--- src/rtl/wb_regfile_pkg.sv ---
// Shared widths, types and the per-port read-select helper for the writeback register file.
package wb_regfile_pkg;

    localparam int unsigned DATA_W   = 32;
    localparam int unsigned ADDR_W   = 5;
    localparam int unsigned NUM_REGS = 32;
    localparam int unsigned CNT_W    = 32;

    typedef logic [DATA_W-1:0] data_t;
    typedef logic [ADDR_W-1:0] addr_t;
    typedef logic [CNT_W-1:0]  cnt_t;

    localparam data_t ZERO_WORD = DATA_W'(0);
    localparam addr_t NOP_ADDR  = ADDR_W'(0);

    // Read priority: reset, disabled port, $0, same-cycle writeback bypass, stored value.
    function automatic data_t rd_sel(
        input logic  rst,
        input logic  re,
        input addr_t raddr,
        input logic  we,
        input addr_t waddr,
        input data_t wdata,
        input data_t stored
    );
        data_t res;
        if (rst)                         res = ZERO_WORD;
        else if (!re)                    res = ZERO_WORD;
        else if (raddr == NOP_ADDR)      res = ZERO_WORD;
        else if (we && (waddr == raddr)) res = wdata;
        else                             res = stored;
        return res;
    endfunction

endpackage

--- src/rtl/wb_regfile_if.sv ---
// MEM/WB writeback and ID read-port bundle for wb_regfile.
// Optional HI/LO signals are present when WB_REGFILE_HILO_EN is defined.
interface wb_regfile_if;
    import wb_regfile_pkg::*;

    logic  we;
    addr_t waddr;
    data_t wdata;
    logic  re1;
    addr_t raddr1;
    data_t rdata1;
    logic  re2;
    addr_t raddr2;
    data_t rdata2;
    cnt_t  commit_cnt;
`ifdef WB_REGFILE_HILO_EN
    logic  whilo;
    data_t hi_i;
    data_t lo_i;
    data_t hi_o;
    data_t lo_o;
`endif

    modport master (
        output we, waddr, wdata, re1, raddr1, re2, raddr2,
        input  rdata1, rdata2, commit_cnt
`ifdef WB_REGFILE_HILO_EN
        , output whilo, hi_i, lo_i
        , input  hi_o, lo_o
`endif
    );

    modport slave (
        input  we, waddr, wdata, re1, raddr1, re2, raddr2,
        output rdata1, rdata2, commit_cnt
`ifdef WB_REGFILE_HILO_EN
        , input  whilo, hi_i, lo_i
        , output hi_o, lo_o
`endif
    );

endinterface

--- src/rtl/wb_regfile_hilo_reg.sv ---
// HI/LO special-register pair with same-cycle write bypass.
// Only compiled when WB_REGFILE_HILO_EN is defined.
`ifdef WB_REGFILE_HILO_EN
module hilo_reg
    import wb_regfile_pkg::*;
(
    input  logic  clk,
    input  logic  rst,
    input  logic  whilo,
    input  data_t hi_i,
    input  data_t lo_i,
    output data_t hi_o,
    output data_t lo_o
);

    data_t hi_q;
    data_t lo_q;

    // HI and LO always load together from the writeback stage.
    always_ff @(posedge clk) begin
        if (rst) begin
            hi_q <= ZERO_WORD;
            lo_q <= ZERO_WORD;
        end else if (whilo) begin
            hi_q <= hi_i;
            lo_q <= lo_i;
        end
    end

    // Reads see the incoming pair while it is being written.
    always_comb begin
        hi_o = hi_q;
        lo_o = lo_q;
        if (rst) begin
            hi_o = ZERO_WORD;
            lo_o = ZERO_WORD;
        end else if (whilo) begin
            hi_o = hi_i;
            lo_o = lo_i;
        end
    end

endmodule
`endif

--- src/rtl/wb_regfile.sv ---
// Writeback-side GPR file for the 5-stage MIPS core: one write port, two
// combinational read ports with write bypass, and a debug commit counter.
// Define WB_REGFILE_HILO_EN to add the HI/LO register pair (hilo_reg).
module wb_regfile
    import wb_regfile_pkg::*;
(
    input  logic         clk,
    input  logic         rst,
    wb_regfile_if.slave  bus
);

    data_t regs [NUM_REGS];
    cnt_t  cnt_q;

    // Commit non-$0 writebacks and count them; reset clears the whole array.
    always_ff @(posedge clk) begin
        if (rst) begin
            for (int i = 0; i < NUM_REGS; i++) begin
                regs[i] <= ZERO_WORD;
            end
            cnt_q <= CNT_W'(0);
        end else if (bus.we && (bus.waddr != NOP_ADDR)) begin
            regs[bus.waddr] <= bus.wdata;
            cnt_q           <= cnt_q + CNT_W'(1);
        end
    end

    assign bus.commit_cnt = cnt_q;

    // Read port 1 select.
    always_comb begin
        bus.rdata1 = ZERO_WORD;
        bus.rdata1 = rd_sel(rst, bus.re1, bus.raddr1, bus.we, bus.waddr, bus.wdata,
                            regs[bus.raddr1]);
    end

    // Read port 2 select.
    always_comb begin
        bus.rdata2 = ZERO_WORD;
        bus.rdata2 = rd_sel(rst, bus.re2, bus.raddr2, bus.we, bus.waddr, bus.wdata,
                            regs[bus.raddr2]);
    end

`ifdef WB_REGFILE_HILO_EN
    data_t hi_c;
    data_t lo_c;

    hilo_reg u_hilo (
        .clk   (clk),
        .rst   (rst),
        .whilo (bus.whilo),
        .hi_i  (bus.hi_i),
        .lo_i  (bus.lo_i),
        .hi_o  (hi_c),
        .lo_o  (lo_c)
    );

    assign bus.hi_o = hi_c;
    assign bus.lo_o = lo_c;
`endif

endmodule

--- src/flat_wrapper.sv ---
// flat-port wrapper written by rule: the top's interface ports become plain ports
module wb_regfile_flat import wb_regfile_pkg::*;
  (clk, rst, bus_we, bus_waddr, bus_wdata, bus_re1, bus_raddr1, bus_re2, bus_raddr2, bus_rdata1, bus_rdata2, bus_commit_cnt);
  wb_regfile_if bus_i ();
  input  logic clk;
  input  logic rst;
  input wire logic [$bits(bus_i.we)-1:0] bus_we;
  input wire logic [$bits(bus_i.waddr)-1:0] bus_waddr;
  input wire logic [$bits(bus_i.wdata)-1:0] bus_wdata;
  input wire logic [$bits(bus_i.re1)-1:0] bus_re1;
  input wire logic [$bits(bus_i.raddr1)-1:0] bus_raddr1;
  input wire logic [$bits(bus_i.re2)-1:0] bus_re2;
  input wire logic [$bits(bus_i.raddr2)-1:0] bus_raddr2;
  output wire logic [$bits(bus_i.rdata1)-1:0] bus_rdata1;
  output wire logic [$bits(bus_i.rdata2)-1:0] bus_rdata2;
  output wire logic [$bits(bus_i.commit_cnt)-1:0] bus_commit_cnt;
  assign bus_i.we = bus_we;
  assign bus_i.waddr = bus_waddr;
  assign bus_i.wdata = bus_wdata;
  assign bus_i.re1 = bus_re1;
  assign bus_i.raddr1 = bus_raddr1;
  assign bus_i.re2 = bus_re2;
  assign bus_i.raddr2 = bus_raddr2;
  assign bus_rdata1 = bus_i.rdata1;
  assign bus_rdata2 = bus_i.rdata2;
  assign bus_commit_cnt = bus_i.commit_cnt;
  wb_regfile u_core (.clk(clk), .rst(rst), .bus(bus_i));
endmodule
--- config.mk ---
export PLATFORM = sky130hd
export DESIGN_NAME = wb_regfile_flat
export DESIGN_NICKNAME = d
export VERILOG_FILES = /design/src/rtl/wb_regfile_pkg.sv /design/src/rtl/wb_regfile_if.sv /design/src/rtl/wb_regfile_hilo_reg.sv /design/src/rtl/wb_regfile.sv /design/src/flat_wrapper.sv
export SDC_FILE = /design/constraint.sdc
export NUM_CORES = 2
export LEC_CHECK = 0
export BUFFER_PORTS_ARGS = -buffer_cell sky130_fd_sc_hd__buf_2
export CAP_MARGIN = 20
export CORE_MARGIN = 8
export CORE_UTILIZATION = 30
export DETAILED_ROUTE_END_ITERATION = 6
export SLEW_MARGIN = 40
export SYNTH_ARGS = -nofsm -noshare
export SYNTH_HDL_FRONTEND = slang
export SYNTH_SLANG_ARGS = --single-unit
export TNS_END_PERCENT = 20
--- constraint.sdc ---
create_clock -name clk -period 8.89 [get_ports clk]
set_clock_uncertainty 0.1 [all_clocks]
set_input_delay 1.778 -clock clk [delete_from_list [all_inputs] [get_ports clk]]
set_output_delay 1.778 -clock clk [all_outputs]
set_load 0.02 [all_outputs]
# --- After elaboration in Yosys (flattened, before gate mapping) ---
# Memory sizes are Yosys's and may differ from the RTL's.
# Index checks and enable logic that the tools add are counted.
totals:
  regBits: 32
  n_memories: 1
  inputBits: 52
  ramBits: 1024
  out_inout_bits: 96
  wordCells: 28
op_classes:
  n_reduce_logical: 7
  addsub: 1
  eq_ne: 2
  muxes: 16
mem_list:
  columns: ["memory", "depth", "word_bits", "rd", "rd_clocked_by_memory_dff", "write_ports", "line", "text"]
  rows:
  - ["u_core.regs", 32, 32, 2, 0, 32, "wb_regfile.sv:12", "data_t regs [NUM_REGS];"]
op_table:
  columns: ["op", "n"]
  rows:
  - ["2-to-1 mux 32 bit", 9]
  - ["adder 32 x 1 -> 32 bit (second input constant)", 1]
  - ["OR reduction 32 bit", 1]
  - ["== test 5 bit", 2]
  - ["logical NOT 5 bit", 2]
  - ["2-to-1 mux 1 bit", 6]
  - ["2-to-1 mux 5 bit", 1]
  - ["nonzero test 5 bit", 1]
  - ["logical AND 1 bit", 3]

# --- Longest topological paths before layout ---
depth:
  ltp_word: 7
  depth_mapped: 10
  ltp_nobuf: 5

# --- Least setup slack after synthesis ---
# Ideal clock, no wire load.
synth_path:
  path_kind: "in2out"
  from: "input port bus_raddr1[1]"
  to: "output port bus_rdata1[3]"
  cell_stages: 8
  path_buffers: 3
  setup_slack_ps: 3333
  arrival_ps: 3679
  cell_sequence: "buf_2 > buf_2 > buf_1 > mux4_2 > mux4_2 > inv_1 > a2bb2oi_1 > o21ai_0"
synth_between:
  elab_chain_len: 6
synth_lines:
  columns: ["element", "line", "text"]
  rows:
  - ["start: declaration", "flat_wrapper.sv:11", "input wire logic [$bits(bus_i.raddr1)-1:0] bus_raddr1;"]
  - ["parallel branches: the longest is 3 deep, another holds memory (32 x 32 bit)", null, null]
  - ["2-to-1 mux 32 bit (*)", "wb_regfile_pkg.sv:29", "else if (raddr == NOP_ADDR) res = ZERO_WORD;"]
  - ["2-to-1 mux 32 bit (*)", "wb_regfile_pkg.sv:28", "else if (!re) res = ZERO_WORD;"]
  - ["2-to-1 mux 32 bit (*)", "wb_regfile_pkg.sv:27", "if (rst) res = ZERO_WORD;"]
  - ["end: declaration", "flat_wrapper.sv:14", "output wire logic [$bits(bus_i.rdata1)-1:0] bus_rdata1;"]
# Mark *: on every way between the ends.

# --- Final worst setup path ---
# Ends and elaborated chain as after synthesis.

==> flow_summary.ini <==
[power]
clkPwrFrac = 0.390
switchingPower_w = 0.002998
p_per_area_mw_per_mm2 = 185.7
p_seq_frac = 0.493
swShare = 0.2523
vdd_ir_drop_max_mv = 0.1592
p_comb_frac = 0.117
p_int_w = 0.008888
leakagePower_nw = 22.22
total_power_w = 0.01189

[sta]
rsz0062_at_grt = false
fin_setup_tns_ns = 0
period_minus_slack_ns = 6.921
relSlewSlack = 0.3203
finalSetupViolations = 0
worstMarginPinSlew_ns = 1.020
hold_violations = 0
fmax_ghz = 0.1445
slew_viol_final = 0
min_period_over_period = 0.7785

[worst_setup_path]
cpMostUsedCell = mux4_2
required_ns = 7.01
cp.buffers_inverters = 4
critical_path.cell_chain = buf_8, buf_4, mux4_2, mux4_2, inv_1, a2bb2oi_1, o21ai_0, buf_2
reg2reg_slack_ns = 6.26
crit_type = input pin to output pin
timing.rr.start = u_core.bus.commit_cnt[3]
cp-start-kind = input pin
crit_family = buffers and inverters
arrival_ns = 5.04
worstRegToRegCells = 5
cp_max_fo = 51
slowest_delay_ns = 0.71
regToRegEndpoint = u_core.bus.commit_cnt[26]
cp_slowest_cell = buf_4
endpoint_kind = output pin

[clock_network]
htree_levels = 3
clock_latency_ns = 0.72
cts.sinks = 1056
cts_setup_buffers = 0
cts_tree = done
clk_pin_slew_ns = 0.06
cts_inserted_buffers = 112
holdBufCountCts = 0
clock_path_buffers = 3
root_buffer = clkbuf_16
cts.repair.resized = 0

[finish]
nFillCells = 17998
design_area_mm2 = 0.06403
stdcell_count = 6561
syn2layout_area_growth_pct = 12.64
seq_area_mm2 = 0.03139
drive_gt1_frac = 0.2365
nets = 4019
multi_input_area_mm2 = 0.02396

[yosys]
ys_seq_elements = 1056
synth.largest_area_cell = edfxtp_1
synthTopCellsByCount = edfxtp_1, and2_1, mux4_2, clkbuf_1, mux2i_1
synth_area_leaders = edfxtp_1, mux4_2, and2_1
synth_top_area_frac = 0.5410
synth_edf_count = 1024
synthArstFlopShare = 0
syn_avg_cell_area_um2 = 14.36
synth_ff_type = edfxtp_1
synth_area_mm2 = 0.05684
yosys_warnings = 0
synth-seq-area-share = 0.5523
synth_cell_type_count = 63
synthCells = 3959
synth_most_common_cell = edfxtp_1

[place]
post-dp-hpwl_mm = 122.2
portBuffers = 147
dpl.cell_count = 6347
place.gp.congestion = 0.8556
place_area_mm2 = 0.06046

[routing]
routed_wirelength_mm = 203.6
firstDrtPassIters = 5
drtIter0Drc = 4135
drc_errors = 0
post_drt_wl_per_cell_um = 31.04
dr_total_vias = 36761
drtAntennaViolNets = 0
viasPerCell = 5.603

[floorplan]
die_h_um = 451.3
die_w_um = 451.3
coreArea_mm2 = 0.1880
die_area_mm2 = 0.2036
start_util = 0.3023
row_count = 159
ios = 148

[min_path]
holdPathEnd = u_core.bus.commit_cnt[10]
hold_depth = 2
hold_class = flop to flop
hold_path_startpoint = u_core.bus.commit_cnt[10]

[global_route]
use_met2 = 0.3271
antenna_found_initial = 26
gr-usage-met1 = 0.2333
busiest_layer = met2
met3_usage = 0.03525
grt_pass1_vias = 37162
grtUsageTotal = 0.1925
grt.overflow.total = 0
grt_pass1_wl_mm = 284.5
grt_start_max_net_pins = 102

[outcome]
status = finished clean

[run]
maxCapViolations = 0
-- power groups by stage --
stage | logic (W) | registers [W] | clock network [W]
3_3_place_gp | 0.00137 | 0.00594 | 0
4_1_cts | 0.00138 | 0.00585 | 0.00469
3_5_place_dp | 0.00138 | 0.00596 | 0
5_1_grt | 0.00144 | 0.00588 | 0.00485
6_report | 0.00139 | 0.00586 | 0.00464
2_1_floorplan | 0.000893 | 0.00590 | 0
-- cell families after synthesis --
family                     share of synthesized area
AOI/OAI and AO/OA                            0.05015
and+or+nand+nor                               0.1414
other                                     0.00006598
buffers and inverters                        0.03342
muxes                                         0.2179
DFF                                           0.5523
xor gates and xnor gates                    0.004623
adders and majority gates                  0.0002201
-- flip-flops by register name, summed over array words and instances (netlist names) --
| register | flops |
|---|---|
| u_core.bus.commit_cnt | 32 |
| u_core.regs | 1024 |
-- metal layers --
layer | vias up | share of wire
met2 | 1910 | 0.49
li1 | 15189 | -
met4 | 16 | 0.057
met3 | 534 | 0.081
met1 | 19112 | 0.37
met5 | - | 0.00049
-- per-stage QoR --
step / hold slack (ns) / setup WS, ns / utilization
CTS: 0.4214 / 2.113 / 0.3403
detailed placement: 0.4093 / 2.115 / 0.3216
finish: 0.4255 / 1.969 / 0.3406
global placement: 0.4017 / 2.095 / 0.3210
floorplan: 0.4745 / 3.333 / -
global route: 0.4538 / 1.984 / 0.3405
-- worst register-to-register path: cells and delay by family, from the launching register on --
family,cells,cell delay [ns]
mux,1,0.33
flops,1,0.43
simple gates,4,1.66
-- how the worst max path moves through the flow --
stage,from,slack (ns),cells past startpoint,end
after floorplan,bus_raddr1[1],3.33,8,bus_rdata1[3]
after global routing,bus_raddr1[1],1.98,8,bus_rdata1[3]
final,bus_raddr1[1],1.97,8,bus_rdata1[3]
after CTS,bus_raddr1[1],2.11,8,bus_rdata1[12]
after detailed placement,bus_raddr1[1],2.12,8,bus_rdata1[12]
after global placement,bus_raddr2[1],2.10,7,bus_rdata2[27]
-- cell type report --
cell class | count | area share
well taps | 2495 | 0.04876
clock buffers | 144 | 0.04598
diodes | 11 | 0.0004299
repair buffers | 278 | 0.03072
multi-input cells | 2505 | 0.3742
inverters | 13 | 0.0008403
clock inverters | 59 | 0.008833
flip-flops and latches | 1056 | 0.4903
-- placed cells by master, fill, tap and decap left out, drive strengths merged, types with 14 or more instances in the layout --
master	n
a211o	26
a211oi	22
a21oi	69
and2	994
and3	24
buf	277
clkbuf	145
clkinv	44
conb	32
dfxtp	32
edfxtp	1024
inv	18
mux2i	262
mux4	428
nand2	76
nand3	23
nor2	83
nor3	52
o21ai	25
o221ai	78
o22ai	69
o31ai	27
o32a	14
or2	38
xnor2	18
Note: power is estimated with default switching activity, not from simulation.
